### src/rtl/addsub_rr_sched.sv
// addsub_rr_sched: round-robin scheduler sharing one registered add/subtract
// datapath between NREQ requesters. Requests are granted one at a time and
// go through IDLE (grant) -> EXEC (compute) -> RESP (hold until accepted).
// Optional build macro ADDSUB_SCHED_FLAGS_EN adds carry/borrow and signed
// overflow outputs that are registered alongside the result.
module addsub_rr_sched #(
  parameter int NREQ = 4,
  parameter int W    = 8,
  parameter int IDW  = 2
) (
  input  logic              clk,
  input  logic              rst_n,
  input  logic [NREQ-1:0]   req_valid_i,
  output logic [NREQ-1:0]   req_ready_o,
  input  logic [NREQ*W-1:0] req_a_i,
  input  logic [NREQ*W-1:0] req_b_i,
  input  logic [NREQ-1:0]   req_op_i,
  output logic              rsp_valid_o,
  input  logic              rsp_ready_i,
  output logic [IDW-1:0]    rsp_id_o,
  output logic [W-1:0]      rsp_result_o,
`ifdef ADDSUB_SCHED_FLAGS_EN
  output logic              rsp_carry_o,
  output logic              rsp_ovf_o,
`endif
  output logic              busy_o
);

  typedef enum logic [1:0] {IDLE, EXEC, RESP} state_e;

  // Returns {signed overflow, carry/borrow, W-bit wrapped result}.
  function automatic logic [W+1:0] addsub_wrap(input logic signed [W-1:0] a,
                                               input logic signed [W-1:0] b,
                                               input logic                sub);
    logic [W:0]   ext;
    logic [W-1:0] r;
    logic         ovf;
    // Zero-extended arithmetic: bit W is carry-out for add, borrow (a<b) for sub.
    ext = sub ? ({1'b0, a} - {1'b0, b}) : ({1'b0, a} + {1'b0, b});
    r   = ext[W-1:0];
    if (sub) ovf = (a[W-1] != b[W-1]) && (r[W-1] != a[W-1]);
    else     ovf = (a[W-1] == b[W-1]) && (r[W-1] != a[W-1]);
    return {ovf, ext};
  endfunction

  state_e                state_q, state_d;
  logic [IDW-1:0]        rr_ptr_q, rr_ptr_d;
  logic [IDW-1:0]        id_q, id_d;
  logic [W-1:0]          res_q, res_d;
  logic signed [W-1:0]   a_q, a_d;
  logic signed [W-1:0]   b_q, b_d;
  logic                  op_q, op_d;
  logic                  carry_q, carry_d;
  logic                  ovf_q, ovf_d;
  logic                  grant_vld;
  logic [IDW-1:0]        grant_id;
  logic [IDW-1:0]        idx;
  logic [W+1:0]          alu_w;

  assign alu_w = addsub_wrap(a_q, b_q, op_q);

  // Rotating priority search starting at rr_ptr, wrapping at NREQ-1.
  always_comb begin
    grant_vld = 1'b0;
    grant_id  = '0;
    idx       = '0;
    for (int i = 0; i < NREQ; i++) begin
      idx = IDW'((int'(rr_ptr_q) + i) % NREQ);
      if (!grant_vld && req_valid_i[idx]) begin
        grant_vld = 1'b1;
        grant_id  = idx;
      end
    end
  end

  // One-hot accept, only offered while idle.
  always_comb begin
    req_ready_o = '0;
    if (state_q == IDLE && grant_vld) req_ready_o[grant_id] = 1'b1;
  end

  // Next-state, capture and result computation.
  always_comb begin
    state_d  = state_q;
    rr_ptr_d = rr_ptr_q;
    id_d     = id_q;
    res_d    = res_q;
    a_d      = a_q;
    b_d      = b_q;
    op_d     = op_q;
    carry_d  = carry_q;
    ovf_d    = ovf_q;
    unique case (state_q)
      IDLE: begin
        if (grant_vld) begin
          id_d    = grant_id;
          a_d     = $signed(req_a_i[int'(grant_id)*W +: W]);
          b_d     = $signed(req_b_i[int'(grant_id)*W +: W]);
          op_d    = req_op_i[grant_id];
          state_d = EXEC;
        end
      end
      EXEC: begin
        res_d   = alu_w[W-1:0];
        carry_d = alu_w[W];
        ovf_d   = alu_w[W+1];
        state_d = RESP;
      end
      RESP: begin
        if (rsp_ready_i) begin
          rr_ptr_d = (int'(id_q) == NREQ-1) ? '0 : id_q + 1'b1;
          state_d  = IDLE;
        end
      end
      default: state_d = IDLE;
    endcase
  end

  // Control and response state; reset discards any in-flight operation.
  always_ff @(posedge clk or negedge rst_n) begin
    if (!rst_n) begin
      state_q  <= IDLE;
      rr_ptr_q <= '0;
      id_q     <= '0;
      res_q    <= '0;
      carry_q  <= 1'b0;
      ovf_q    <= 1'b0;
    end else begin
      state_q  <= state_d;
      rr_ptr_q <= rr_ptr_d;
      id_q     <= id_d;
      res_q    <= res_d;
      carry_q  <= carry_d;
      ovf_q    <= ovf_d;
    end
  end

  // Captured operands: pure data, always overwritten before use.
  always_ff @(posedge clk) begin
    a_q  <= a_d;
    b_q  <= b_d;
    op_q <= op_d;
  end

  assign rsp_valid_o  = (state_q == RESP);
  assign busy_o       = (state_q != IDLE);
  assign rsp_id_o     = id_q;
  assign rsp_result_o = res_q;

`ifdef ADDSUB_SCHED_FLAGS_EN
  assign rsp_carry_o = carry_q;
  assign rsp_ovf_o   = ovf_q;
`else
  logic unused_flags;
  assign unused_flags = carry_q ^ ovf_q;
`endif

endmodule

### config.mk
export PLATFORM = sky130hd
export DESIGN_NAME = addsub_rr_sched
export DESIGN_NICKNAME = d
export VERILOG_FILES = /design/src/rtl/addsub_rr_sched.sv
export SDC_FILE = /design/constraint.sdc
export NUM_CORES = 1
export LEC_CHECK = 0
export BUFFER_PORTS_ARGS = -buffer_cell sky130_fd_sc_hd__buf_2
export CORE_UTILIZATION = 40
export CTS_CLUSTER_DIAMETER = 150
export DETAILED_ROUTE_END_ITERATION = 8
export GPL_ROUTABILITY_DRIVEN = 1
export HOLD_SLACK_MARGIN = 0.1
export PLACE_DENSITY = 0.68
export SLEW_MARGIN = 20
export SYNTH_ARGS = -nofsm -noshare
export SYNTH_HDL_FRONTEND = slang
export SYNTH_SLANG_ARGS = --single-unit
export TNS_END_PERCENT = 5
### constraint.sdc
create_clock -name clk -period 6.1 [get_ports clk]
set_clock_uncertainty 0.05 [all_clocks]
set_input_delay 0.61 -clock clk [delete_from_list [all_inputs] [get_ports clk]]
set_output_delay 0.61 -clock clk [all_outputs]
set_load 0.005 [all_outputs]
=== Yosys cells after proc, flatten, opt, wreduce, memory -nomap -nowiden ===
Cells that the tools add are included.

* $add $sub $neg: 6
* $mul: 0
* Divide/modulo/power cells: 0
* Magnitude comparators: 6
* Equality and inequality tests: 5
* Shift-type cells: 2
* Mux-type cells: 26
* Bitwise operators: 0
* Reduce and logical (&&, ||, !) cells: 13

{| class="wikitable"
|+ Operators by type and width
! kind !! count
|-
| indexed part select 32 x 6 -> 8 bit || 2
|-
| less-than comparator 2 x 3 -> 1 bit, second input constant || 5
|-
| 2-to-1 mux 2 bit || 7
|-
| binary-select mux 1 bit (select 2 bit) || 5
|-
| 2-to-1 mux 1 bit || 10
|-
| adder 8 bit || 1
|-
| 2-to-1 mux 8 bit || 1
|-
| subtractor 8 bit || 1
|-
| one-hot mux 2 bit (3 select lines) || 1
|-
| AND reduction 2 bit || 3
|-
| logical AND 1 bit || 5
|-
| adder 2 x 1 -> 2 bit, second input constant || 2
|-
| adder 2 bit, second input constant || 2
|-
| == test 2 x 1 -> 1 bit, second input constant || 2
|-
| 2-to-1 mux 4 bit || 1
|-
| logical NOT 1 bit || 3
|-
| demux 1 bit (select 2 bit) || 1
|-
| == test 2 bit, second input constant || 1
|-
| >= comparator 2 x 1 -> 1 bit, second input constant || 1
|-
| logical NOT 2 bit || 1
|-
| != test 2 x 1 -> 1 bit, second input constant || 1
|-
| != test 2 bit, second input constant || 1
|-
| nonzero test 2 bit || 1
|}

* Register bits after elaboration: 31
* Bits in latches: 0
* Bits in writable memories: 0
* ROM bits: 0
* Word-level logic and storage cells: 65
* Memories kept: 0

=== Logic depth before layout (Yosys ltp) ===
* Word-level depth: 17
* Gate-level depth with buffers: 10
* Depth with buffers taken out: 10

=== Least setup slack after synthesis ===
Ideal clock, no wire load.

* Kind: input port to output port
* Start point: in req_valid_i[0]
* End point: out req_ready_o[0]
* Data arrival time: 1.567 ns
* Setup slack: 3.873 ns
* Stages on the path: 5
* Path through: nor4_1 -> or2_1 -> buf_2 -> inv_2 -> and3_1

* Longest elaborated chain between the ends: 17
* Elaborated cells on any way between the ends: 29
* Those cells by class: order compare (2); mux (19); reduce/logical (8)

{| class="wikitable"
|+ Ends and longest elaborated chain
! item !! line !! RTL
|-
| from (decl) || 13 || <nowiki>input logic [NREQ-1:0] req_valid_i,</nowiki>
|-
| binary-select mux 1 bit (select 2 bit) || 69 || <nowiki>if (!grant_vld && req_valid_i[idx]) begin</nowiki>
|-
| 2-to-1 mux 1 bit (not written as such) || 69 ||
|-
| 2-to-1 mux 1 bit || 69 ||
|-
| logical NOT 1 bit || 69 ||
|-
| logical AND 1 bit || 69 ||
|-
| 2-to-1 mux 1 bit || 69 ||
|-
| logical NOT 1 bit || 69 ||
|-
| logical AND 1 bit || 69 ||
|-
| 2-to-1 mux 1 bit || 69 ||
|-
| logical NOT 1 bit || 69 ||
|-
| logical AND 1 bit || 69 ||
|-
| 2-to-1 mux 2 bit || 69 ||
|-
| less-than comparator 2 x 3 -> 1 bit (not written as such) / >= comparator 2 x 1 -> 1 bit (equally long branches) || 79 || <nowiki>if (state_q == IDLE && grant_vld) req_ready_o[grant_id] = 1'b1;</nowiki>
|-
| logical AND 1 bit (not written as such) || 79 ||
|-
| 2-to-1 mux 1 bit (not written as such) || 79 ||
|-
| demux 1 bit (select 2 bit) || 79 ||
|-
| 2-to-1 mux 4 bit (*) || 79 ||
|-
| to (decl) || 14 || <nowiki>output logic [NREQ-1:0] req_ready_o,</nowiki>
|}

Mark *: on every way between the ends. The rest lies on a longest branch, timed or not. The select of a mux whose other input is x is not followed.

=== Worst setup path after layout ===
* Start point: in req_valid_i[1]
* End point: out req_ready_o[2]

The elaborated chain is that of the path after synthesis.

==> flow_summary.ini <==
[status]
status = complete, no violations

[cts]
cts_hold_buffers = 0
cts_tree = yes
htreeDepth = 2
postCtsSetupBuffers = 0
clockBufferDepth = 2
insertion_delay_ns = 0.27
cts_resized = 0
clkTransAtPathRegs_ns = 0.06
clock-sinks = 31
numCtsBuffers = 5
cts-root-buf = clkbuf_8

[synth]
ys_ff_latch = 31
synth_top_family_by_area = multiplexers
syn_nets = 287
syn_avg_cell_area_um2 = 10.9
synthAdderAreaFrac_pct = 6.00
synthXorXnorAreaFrac_pct = 3.96
synth_compound_area_share_pct = 9.57
synthSimpleGateAreaFrac_pct = 9.34
synthesis.area_um2 = 2210
ys_warn_count = 0
synth_cell_types = 41
yosysSeqAreaShare_pct = 39.0
syn_inst = 202
synthMuxAreaShare_pct = 25.5

[hold_path]
hold_class = in2async

[drt]
antenna_left = 0
routed_via_density = 4.76
drt_iter0_drc = 104
top_layer = met4
met1Wirelength_mm = 1.86
firstDrtPassIters = 4
drc = 0
vias = 1718
wl_per_cell_um = 11.3
routed-wl-met3_um = 288
dr_wl_met2_mm = 1.87
wirelength_mm = 4.08

[placed_design]
portBuffers = 90
place_congestion = 0.878
dp_hpwl_mm = 3.31
placedCellCount = 353
dp_slack_ns = 3.29

[timing]
hold_viol = 0
layout_setup_ws_ns = 3.31
grt_setup_unrepaired = no
max-slew-margin-rel_pct = 60.0
period_minus_slack_ns = 2.79
worstMarginPinSlew_ns = 0.600
finalSetupViolCount = 0
tns_ns = 0
fmax_ghz = 0.359
period_share_pct = 45.7
finalMaxSlewViolations = 0

[final_layout]
mostFrequentLayoutCells = buf_2, mux2i_1, edfxtp_1
drive_gt1_share_pct = 36.4
synthToLayoutAreaGrowth_pct = 25.0
final_nets = 375
n_antenna_cell = 0
ff_latch_area_um2 = 861
stdcell_count = 361
multi_input_area_um2 = 1210
final_common_cell = buf_2
fill_cells = 499

[flow_run]
max_cap_viol_count = 0

[global_routing]
overflow = 0
global_route.usage.total_pct = 14.4
grt_max_degree = 38
antenna_found_initial = 0
grt_pass1_wl_mm = 6.72
grt_pass1_vias = 1602

[die]
dieArea_um2 = 5830
die_w_um = 76.3
num_rows = 26
coreArea_um2 = 5200
start_util_pct = 42.5
num_io_pins = 91
die_y_um = 76.3

[setup_path]
critPathCaptureType = primary output
crit_top_cell = buf_2
worst-path-buf-inv = 4
critPathTopFamily = buffers and inverters
reg2reg_slack_ns = 3.67
slowest_delay_ns = 0.48
crit_arrival_ns = 2.13
worstReg2RegStart = b_q[0]
crit_fanout = 37
reg2reg_depth = 9
critPathRequiredTime_ns = 5.44
worstSetupStartpointType = primary input
path_cells = buf_2 -> nor4_1 -> inv_1 -> o2111ai_4 -> buf_4 -> nor3b_2 -> buf_2
r2r-end = rsp_result_o[5]
worstSetupPathType = in2out
crit_slowest_cell = buf_4

[pwr]
total_power_w = 0.00150
p_sw_share_pct = 40.8
p_int_w = 0.000890
pwr-share-comb_pct = 60.9
leakage_nw = 1.42
pwr-share-clk_pct = 10.7
net-switching-power_w = 0.000613
pwr_density_cell_nw_per_um2 = 544
peakVddDrop_mv = 0.201
pwr-share-seq_pct = 28.4
-- synth_stat cells --
cell type / instances / area share [%]
a21o_1: 2 / 0.68
a21oi_1: 3 / 0.68
a221o_2: 1 / 0.51
a221oi_1: 1 / 0.40
a31oi_1: 3 / 0.85
and3_1: 1 / 0.28
buf_1: 1 / 0.17
buf_12: 2 / 1.8
buf_2: 2 / 0.45
buf_4: 1 / 0.34
buf_6: 1 / 0.51
buf_8: 1 / 0.68
clkbuf_1: 2 / 0.34
dfrtp_1: 14 / 16
edfxtp_1: 17 / 23
fa_1: 1 / 0.91
ha_1: 9 / 5.1
inv_1: 11 / 1.9
inv_2: 3 / 0.51
mux2_1: 2 / 1.0
mux2i_1: 54 / 24
nand2_1: 14 / 2.4
nand2b_1: 2 / 0.57
nand3_1: 1 / 0.23
nor2_1: 7 / 1.2
nor2b_1: 1 / 0.28
nor2b_2: 1 / 0.40
nor3_1: 6 / 1.4
nor3b_1: 2 / 0.68
nor3b_2: 2 / 1.1
nor4_1: 1 / 0.28
o2111ai_2: 1 / 0.68
o211ai_1: 1 / 0.34
o21a_1: 4 / 1.4
o21ai_0: 2 / 0.45
o21ai_1: 8 / 1.8
o221ai_1: 1 / 0.40
o31a_1: 1 / 0.40
o31ai_1: 3 / 1.0
or2_1: 2 / 0.57
xnor2_1: 10 / 4.0
-- stage by stage --
| stage | area [um2] | hold slack (ns) | utilization (%) |
|---|---|---|---|
| global route | 2760 | 0.173 | 53.1 |
| global placement | 2670 | 0.410 | 51.3 |
| floorplan | 2210 | 0.264 | - |
| CTS | 2760 | 0.172 | 53.1 |
| detailed placement | 2670 | 0.417 | 51.3 |
| finish | 2760 | 0.165 | 53.1 |
-- sequential cells by signal (all words and copies together) (netlist names) --
signal,count
a_q,8
op_q,1
rsp_result_o,8
rr_ptr_q,2
b_q,8
state_q,2
rsp_id_o,2
-- metal layers --
metal	GRT usage (%)	vias up
li1	-	914
met1	17.0	727
met2	23.9	73
met3	4.67	4
met4	6.73	0
met5	0	-
-- how the worst max path moves through the flow --
stage,end,start,slack (ns),cells past startpoint
3_5_place_dp,req_ready_o[2],req_valid_i[1],3.29,7
4_1_cts,req_ready_o[2],req_valid_i[1],3.28,7
6_report,req_ready_o[2],req_valid_i[1],3.31,7
3_3_place_gp,req_ready_o[2],req_valid_i[1],3.33,7
2_1_floorplan,req_ready_o[0],req_valid_i[0],3.87,5
5_1_grt,req_ready_o[2],req_valid_i[1],3.17,7
-- worst reg2reg max path, stage by stage (launching register included) --
cell	delay [ns]
edfxtp_1	0.44
inv_1	0.10
ha_1	0.23
mux2i_1	0.27
ha_1	0.29
nor2b_1	0.15
o31a_1	0.29
o21a_1	0.20
o21a_1	0.17
o31ai_1	0.18
-- layout make-up --
class | count | area share [%]
sequential | 31 | 31.2
tap | 70 | 3.17
clock inverter | 1 | 0.181
timing repair buffer | 91 | 16.6
clock buffer | 7 | 3.12
multi-input combinational | 147 | 43.9
inverter | 14 | 1.90
-- power groups by stage --
stage | clock [W] | combinational, W | sequential, W
5_1_grt | 0.000174 | 0.00102 | 0.000444
3_3_place_gp | 0 | 0.000895 | 0.000432
4_1_cts | 0.000166 | 0.000923 | 0.000428
6_report | 0.000161 | 0.000915 | 0.000427
2_1_floorplan | 0 | 0.000762 | 0.000415
3_5_place_dp | 0 | 0.000914 | 0.000432
-- cell families (layout without fill, tap and decap cells) --
kind of cell | after synthesis | after routing
fa+ha+maj | 10 | 10
xor+xnor | 10 | 10
buf+inv | 24 | 113
simple gates | 40 | 40
compound gates | 31 | 31
flops | 31 | 31
mux | 56 | 56
No activity file was read; power rests on OpenSTA's default activity.
